--- src/rtl/regfile_pkg.sv ---
// regfile_pkg -- shared types and helpers for the lane-merging register file.
//   wb_mode_t  : write-back merge mode carried on wr_mode
//   BYTE_W / HALF_W / LANES_32 : lane geometry constants
//   is_legal() : whether a (mode, offset) pair may commit
package regfile_pkg;

    typedef enum logic [2:0] {
        WB_WORD = 3'd0,
        WB_LB   = 3'd1,
        WB_LBU  = 3'd2,
        WB_LH   = 3'd3,
        WB_LHU  = 3'd4,
        WB_LWL  = 3'd5,
        WB_LWR  = 3'd6
    } wb_mode_t;

    localparam int BYTE_W   = 8;
    localparam int HALF_W   = 16;
    localparam int LANES_32 = 4;

    // Halfword loads from an odd byte address are dropped; everything else commits.
    function automatic logic is_legal(input wb_mode_t mode, input logic [1:0] off);
        return !(((mode == WB_LH) || (mode == WB_LHU)) && off[0]);
    endfunction

endpackage

--- src/rtl/regfile_if.sv ---
// regfile_if -- bundle of the register file's read, write-back and scoreboard signals.
//   master : core side (drives selectors, write-back and pend_set; sees data/busy/status)
//   slave  : register file side
// Handshake: there is no backpressure. wr_en and pend_set are single-cycle strobes
// sampled at posedge clk; rd_data/rd_busy are combinational responses to rd_addr
// in the same cycle; misalign is a registered one-cycle pulse.
interface regfile_if
    import regfile_pkg::*;
#(
    parameter int DATA_W = 32,
    parameter int ADDR_W = 5,
    parameter int N_RD   = 2
);
    logic [N_RD*ADDR_W-1:0] rd_addr;
    logic [N_RD*DATA_W-1:0] rd_data;
    logic [N_RD-1:0]        rd_busy;
    logic                   wr_en;
    logic [ADDR_W-1:0]      wr_addr;
    logic [DATA_W-1:0]      wr_data;
    wb_mode_t               wr_mode;
    logic [1:0]             wr_off;
    logic                   pend_set;
    logic [ADDR_W-1:0]      pend_addr;
    logic                   misalign;
    logic [DATA_W-1:0]      regv0;

    modport master (
        output rd_addr, wr_en, wr_addr, wr_data, wr_mode, wr_off, pend_set, pend_addr,
        input  rd_data, rd_busy, misalign, regv0
    );

    modport slave (
        input  rd_addr, wr_en, wr_addr, wr_data, wr_mode, wr_off, pend_set, pend_addr,
        output rd_data, rd_busy, misalign, regv0
    );
endinterface

--- src/rtl/regfile_lane_merge.sv ---
// regfile_lane_merge -- combinational write-back lane merge.
//   old_val : current register contents
//   wr_data : aligned memory word (or full result for WORD)
//   mode    : wb_mode_t merge mode
//   off     : effective-address byte offset
//   new_val : merged register value
//   legal   : merge may commit (false for odd-offset halfword loads)
module regfile_lane_merge
    import regfile_pkg::*;
#(
    parameter int DATA_W = 32
) (
    input  logic [DATA_W-1:0] old_val,
    input  logic [DATA_W-1:0] wr_data,
    input  wb_mode_t          mode,
    input  logic [1:0]        off,
    output logic [DATA_W-1:0] new_val,
    output logic              legal
);
    localparam int LANES = DATA_W / BYTE_W;

    logic [BYTE_W-1:0] sel_byte;
    logic [HALF_W-1:0] sel_half;
    int                n;

    always_comb begin
        n        = int'(off);
        sel_byte = wr_data[BYTE_W*n +: BYTE_W];
        sel_half = wr_data[HALF_W*int'(off[1]) +: HALF_W];
        legal    = is_legal(mode, off);
        new_val  = old_val;
        case (mode)
            WB_WORD: new_val = wr_data;
            WB_LB:   new_val = {{(DATA_W-BYTE_W){sel_byte[BYTE_W-1]}}, sel_byte};
            WB_LBU:  new_val = {{(DATA_W-BYTE_W){1'b0}}, sel_byte};
            WB_LH:   new_val = {{(DATA_W-HALF_W){sel_half[HALF_W-1]}}, sel_half};
            WB_LHU:  new_val = {{(DATA_W-HALF_W){1'b0}}, sel_half};
            // Unaligned-left: the low n+1 memory bytes fill the top of the register.
            WB_LWL: begin
                for (int i = 0; i < LANES; i++) begin
                    if (i >= LANES - 1 - n)
                        new_val[BYTE_W*i +: BYTE_W] = wr_data[BYTE_W*(i-(LANES-1-n)) +: BYTE_W];
                end
            end
            // Unaligned-right: memory bytes n..top fill the bottom of the register.
            WB_LWR: begin
                for (int i = 0; i < LANES; i++) begin
                    if (i <= LANES - 1 - n)
                        new_val[BYTE_W*i +: BYTE_W] = wr_data[BYTE_W*(i+n) +: BYTE_W];
                end
            end
            default: new_val = wr_data;
        endcase
    end
endmodule

--- src/rtl/regfile_lanes.sv ---
// regfile_lanes -- MIPS register file: N_RD combinational read ports, one lane-merging
// write-back port, per-register pending-load scoreboard.
//   clk, reset : rising-edge clock, synchronous active-high reset
//   bus        : regfile_if.slave (read selectors/data/busy, write-back, pend_set,
//                misalign pulse, regv0 debug view of register REG_DBG)
// Build option: define REGFILE_BYPASS_EN to forward a same-cycle legal write to any
// read port selecting the destination (data and busy). Without it reads see storage only.
module regfile_lanes
    import regfile_pkg::*;
#(
    parameter int DATA_W  = 32,
    parameter int ADDR_W  = 5,
    parameter int N_RD    = 2,
    parameter int REG_DBG = 2
) (
    input logic      clk,
    input logic      reset,
    regfile_if.slave bus
);
    localparam int DEPTH = 2 ** ADDR_W;

    logic [DATA_W-1:0] regs [DEPTH];
    logic [DEPTH-1:0]  busy;
    logic [DEPTH-1:0]  busy_next;
    logic              misalign_q;
    logic [DATA_W-1:0] merged;
    logic              legal;
    logic              commit;

    regfile_lane_merge #(.DATA_W(DATA_W)) u_merge (
        .old_val (regs[bus.wr_addr]),
        .wr_data (bus.wr_data),
        .mode    (bus.wr_mode),
        .off     (bus.wr_off),
        .new_val (merged),
        .legal   (legal)
    );

    // r0 is never written, so it stays zero and its busy bit is never cleared by a write.
    assign commit = bus.wr_en && legal && (bus.wr_addr != '0);

    // A newer load to the same register must remain outstanding, so set is applied last.
    always_comb begin
        busy_next = busy;
        if (commit)
            busy_next[bus.wr_addr] = 1'b0;
        if (bus.pend_set && (bus.pend_addr != '0))
            busy_next[bus.pend_addr] = 1'b1;
    end

    always_ff @(posedge clk) begin
        if (reset) begin
            for (int i = 0; i < DEPTH; i++)
                regs[i] <= '0;
            busy       <= '0;
            misalign_q <= 1'b0;
        end else begin
            if (commit)
                regs[bus.wr_addr] <= merged;
            busy       <= busy_next;
            misalign_q <= bus.wr_en && !legal;
        end
    end

    for (genvar k = 0; k < N_RD; k++) begin : g_rd
        logic [ADDR_W-1:0] sel;
        assign sel = bus.rd_addr[k*ADDR_W +: ADDR_W];
`ifdef REGFILE_BYPASS_EN
        logic hit;
        assign hit = commit && (bus.wr_addr == sel);
        assign bus.rd_data[k*DATA_W +: DATA_W] = hit ? merged : regs[sel];
        assign bus.rd_busy[k]                  = busy[sel] && !hit;
`else
        assign bus.rd_data[k*DATA_W +: DATA_W] = regs[sel];
        assign bus.rd_busy[k]                  = busy[sel];
`endif
    end

    assign bus.misalign = misalign_q;
    assign bus.regv0    = regs[REG_DBG];
endmodule

--- src/flat_wrapper.sv ---
// flat-port wrapper written by rule: the top's interface ports become plain ports
module regfile_lanes_flat import regfile_pkg::*;
#(
    parameter int DATA_W  = 32,
    parameter int ADDR_W  = 5,
    parameter int N_RD    = 2,
    parameter int REG_DBG = 2
)
  (clk, reset, bus_rd_addr, bus_wr_en, bus_wr_addr, bus_wr_data, bus_wr_mode, bus_wr_off, bus_pend_set, bus_pend_addr, bus_rd_data, bus_rd_busy, bus_misalign, bus_regv0);
  regfile_if #(.DATA_W(DATA_W), .ADDR_W(ADDR_W), .N_RD(N_RD)) bus_i ();
  input logic clk;
  input logic reset;
  input wire logic [$bits(bus_i.rd_addr)-1:0] bus_rd_addr;
  input wire logic [$bits(bus_i.wr_en)-1:0] bus_wr_en;
  input wire logic [$bits(bus_i.wr_addr)-1:0] bus_wr_addr;
  input wire logic [$bits(bus_i.wr_data)-1:0] bus_wr_data;
  input wire logic [$bits(bus_i.wr_mode)-1:0] bus_wr_mode;
  input wire logic [$bits(bus_i.wr_off)-1:0] bus_wr_off;
  input wire logic [$bits(bus_i.pend_set)-1:0] bus_pend_set;
  input wire logic [$bits(bus_i.pend_addr)-1:0] bus_pend_addr;
  output wire logic [$bits(bus_i.rd_data)-1:0] bus_rd_data;
  output wire logic [$bits(bus_i.rd_busy)-1:0] bus_rd_busy;
  output wire logic [$bits(bus_i.misalign)-1:0] bus_misalign;
  output wire logic [$bits(bus_i.regv0)-1:0] bus_regv0;
  assign bus_i.rd_addr = bus_rd_addr;
  assign bus_i.wr_en = bus_wr_en;
  assign bus_i.wr_addr = bus_wr_addr;
  assign bus_i.wr_data = bus_wr_data;
  assign bus_i.wr_mode = bus_wr_mode;
  assign bus_i.wr_off = bus_wr_off;
  assign bus_i.pend_set = bus_pend_set;
  assign bus_i.pend_addr = bus_pend_addr;
  assign bus_rd_data = bus_i.rd_data;
  assign bus_rd_busy = bus_i.rd_busy;
  assign bus_misalign = bus_i.misalign;
  assign bus_regv0 = bus_i.regv0;
  regfile_lanes #(.DATA_W(DATA_W), .ADDR_W(ADDR_W), .N_RD(N_RD), .REG_DBG(REG_DBG)) u_core (.clk(clk), .reset(reset), .bus(bus_i));
endmodule
--- config.mk ---
export PLATFORM = sky130hd
export DESIGN_NAME = regfile_lanes_flat
export DESIGN_NICKNAME = d
export VERILOG_FILES = /design/src/rtl/regfile_pkg.sv /design/src/rtl/regfile_if.sv /design/src/rtl/regfile_lane_merge.sv /design/src/rtl/regfile_lanes.sv /design/src/flat_wrapper.sv
export SDC_FILE = /design/constraint.sdc
export NUM_CORES = 2
export LEC_CHECK = 0
export ABC_AREA = 0
export CAP_MARGIN = 15
export CORE_MARGIN = 2
export CORE_UTILIZATION = 46
export CTS_CLUSTER_DIAMETER = 40
export DETAILED_ROUTE_END_ITERATION = 10
export PLACE_DENSITY = 0.64
export SLEW_MARGIN = 30
export SYNTH_ARGS = -nofsm -noshare
export SYNTH_HDL_FRONTEND = slang
export SYNTH_HIERARCHICAL = 1
export SYNTH_SLANG_ARGS = --single-unit
--- constraint.sdc ---
create_clock -name clk -period 4.7 [get_ports clk]
set_input_delay 0.94 -clock clk [delete_from_list [all_inputs] [get_ports clk]]
set_output_delay 0.94 -clock clk [all_outputs]
set_load 0.02 [all_outputs]
==> results.py <==
metrics = {
    "timing": {
        "setup_violations": 0,
        "slew_violations": 0,
        "final-hold-violation-count": 0,
        "slew_headroom": 0.270,
        "fin_tns_setup_ns": 0,
        "worst_slew_pin_slew_ns": 1.09,
        "finalCriticalPeriod_ns": 4.67,
        "skew_ns": 0.0670,
        "fmax_ghz": 0.214,
        "hold_ws_ns": 0.490,
        "rsz0062_at_grt": "no",
        "period_share": 0.994,
    },
    "power_and_ir_drop": {
        "seqPwrFrac": 0.375,
        "power_density_nw_per_um2": 364,
        "peakVddDrop_uv": 390,
        "power.total_mw": 29.5,
        "p_int_mw": 20.8,
        "sw_frac_of_total": 0.294,
        "power_frac_comb": 0.168,
        "p_sw_mw": 8.66,
        "cellLeakagePower_nw": 31.7,
        "p_clk_frac": 0.458,
    },
    "placement": {
        "dp_hpwl_mm": 187,
        "placed_area_um2": 74800,
        "io_buffer_count": 159,
        "gp_congestion": 0.970,
    },
    "critical_path": {
        "cpMaxStageDelayCell": "clkdlybuf4s50_1",
        "slowest_delay_ns": 0.63,
        "critPathArrivalTime_ns": 3.73,
        "start_kind": "input port",
        "cp_num_buf_inv": 4,
        "worstPathRequired_ns": 3.76,
        "critPathKind": "in -> out",
        "cp-end-kind": "primary output",
        "cpMostUsedCell": "clkdlybuf4s50_1",
        "critPathMaxFanout": 34,
        "cp_cell_sequence": "clkdlybuf4s50_1 > and2_4 > buf_12 > buf_4 > a22o_1 > nor3_1 > a31oi_1 > nand3_1 > clkdlybuf4s50_1",
        "critPathTopFamily": "buffers and inverters",
    },
    "synth": {
        "synth_edf_count": 1024,
        "yosys.area.top_type": "edfxtp_1",
        "yosysUniqueCellTypes": 74,
        "ys_seq_elements": 1057,
        "ys_warn_count": 6,
        "synth_top_cells_by_count": "mux2i_1, edfxtp_1, and2_1",
        "synthCells": 5653,
        "synthTopCellsByArea": "edfxtp_1, mux2i_1, and2_1, mux4_2, a22oi_1",
        "yosysTopAreaCellShare": 0.456,
        "avgSynthCellArea_um2": 11.9,
        "yosysMostFrequentCell": "mux2i_1",
        "synth-main-ff-cell": "edfxtp_1",
        "ys_async_sr_fraction": 0,
        "synth_area_um2": 67400,
        "synth_seq_area_share": 0.466,
    },
    "global_routing": {
        "grt_pass1_wl_mm": 416,
        "grt.overflow.total": 0,
        "antenna_found_initial": 37,
        "grt_max_degree": 67,
        "grt_pass1_vias": 53400,
        "gr-usage-all-layers": 0.393,
    },
    "routing": {
        "post_drt_wl_per_cell_um": 38.0,
        "wl_mm": 302,
        "detail-route-antenna-nets": 0,
        "drc_errors": 0,
        "vias_per_cell": 7.10,
        "firstDrtPassIters": 9,
        "drt_iter0_drc": 10600,
        "vias": 56400,
    },
    "cells_and_area": {
        "finalCoreUtilization": 0.557,
        "syn_to_final_growth_pct": 20.1,
        "nNetsFinal": 5935,
        "n_fill_cell": 11900,
        "fin_area_um2": 81000,
        "drive_gt1_frac": 0.189,
    },
    "floorplanning": {
        "dieArea_um2": 150000,
        "start_util": 0.463,
        "die_w_um": 387,
        "io_pins": 160,
        "rows": 140,
        "dieHeight_um": 387,
        "core-area_um2": 146000,
    },
    "hold_path": {
        "hold_class": "reg -> reg",
    },
    "clocking": {
        "clock_path_buffers": 3,
        "htreeDepth": 4,
        "worstSkewPairLatency_ns": 0.86,
        "cts_tree": "built",
        "cts_resized": 0,
        "cts_hold_buffers": 0,
        "cts.sinks": 1057,
        "clock-root-buffer": "clkbuf_16",
        "cts_buffers": 176,
        "cts_setup_buffers": 0,
        "clkSlewWorstSetupHoldPaths_ns": 0.05,
    },
    "status": {
        "outcome": "finished, final reports clean",
    },
    "run": {
        "drv_cap": 0,
    },
}
-- registers in the layout, summed over array words and instances (netlist names) --
register             flops
u_core/bus.misalign      1
u_core/regs           1024
u_core/busy             32
-- cells in the final DEF, fill, tap and decap left out, drive strengths merged, types with 4 or more instances in the layout --
cell,netlist,routed
a21o,29,29
a21oi,206,206
a221oi,8,8
a22o,132,132
a22oi,341,341
a31oi,74,74
a32o,6,6
and2,997,997
buf,242,442
bufinv,0,21
clkbuf,344,188
clkdlybuf4s50,0,148
clkinv,1,71
clkinvlp,0,16
conb,1,32
dfxtp,33,33
diode,0,13
edfxtp,1024,1024
ha,6,6
inv,44,75
mux2,22,22
mux2i,1072,1072
mux4,278,278
nand2,241,241
nand2b,8,8
nand3,209,209
nand4,36,36
nor2,45,45
nor2b,27,27
nor3,83,83
nor3b,6,6
o2111ai,4,4
o211ai,6,6
o21ai,19,19
o221ai,10,10
o22a,16,16
o22ai,33,33
o32a,8,8
or3,5,5
-- layer usage --
metal / part of all wire / global-route usage
met4: 0.069 / 0.240
met1: 0.36 / 0.521
met2: 0.42 / 0.558
met3: 0.15 / 0.127
met5: 0.00024 / 0.00159
-- worst register-to-register path: stages (launching register included) --
cell and delay, ns:
edfxtp_1 0.42, mux4_2 0.51, a22oi_1 0.27, nand4_1 0.25, buf_12 0.23, nor3b_1 0.14
a21oi_1 0.14, o22ai_1 0.09, o32a_1 0.38, buf_12 0.18, and2_1 0.24
-- cell type report --
type | instances | area, µm² | area share
timing repair buffer | 592 | 7020 | 0.0867
clock buffer | 188 | 4450 | 0.0549
tap | 1917 | 2400 | 0.0296
clock inverter | 138 | 1760 | 0.0217
multi-input combinational | 3996 | 33800 | 0.417
inverter | 45 | 169 | 0.00209
sequential | 1057 | 31400 | 0.388
antenna | 13 | 32.5 | 0.000402
-- metrics by stage --
step | setup WS [ns] | instances
2_1_floorplan | 0.976 | 5684
3_3_place_gp | 0.0694 | 7603
3_5_place_dp | 0.0777 | 7607
4_1_cts | 0.0471 | 7933
5_1_grt | 0.0190 | 7934
6_report | 0.0285 | 7946
-- power groups by stage --
stage	Clock [mW]	Sequential, mW	Combinational [mW]
after global placement	0	11.2	4.74
after floorplan	0	11.1	2.50
after detailed placement	0	11.2	4.75
after global routing	13.9	11.1	5.01
final	13.5	11.0	4.94
after CTS	13.5	11.0	4.77
-- cells by family after synthesis --
logic type	Yosys count	synth area share
and+or+nand+nor	1677	0.141
muxes	1372	0.256
DFF	1057	0.466
AOI/OAI and AO/OA	909	0.0952
buffers and inverters	631	0.0403
adders and majority gates	6	0.00111
other	1	0.0000556
-- worst paths after layout --
kind | from | end | slack [ns] | depth (start not counted)
worst min-delay path | u_core/busy[5]$_SDFF_PP0_ | u_core/busy[5]$_SDFF_PP0_ | 0.49 | 2
worst min register to register | u_core/busy[5]$_SDFF_PP0_ | u_core/busy[5]$_SDFF_PP0_ | 0.49 | 2
worst max-delay path | bus_rd_addr[2] | bus_rd_data[30] | 0.03 | 9
worst max register to register | u_core/regs[10][13]$_SDFFCE_PN0P_ | u_core/regs[15][13]$_SDFFCE_PN0P_ | 1.61 | 10
Note: power is estimated with default switching activity, not from simulation.
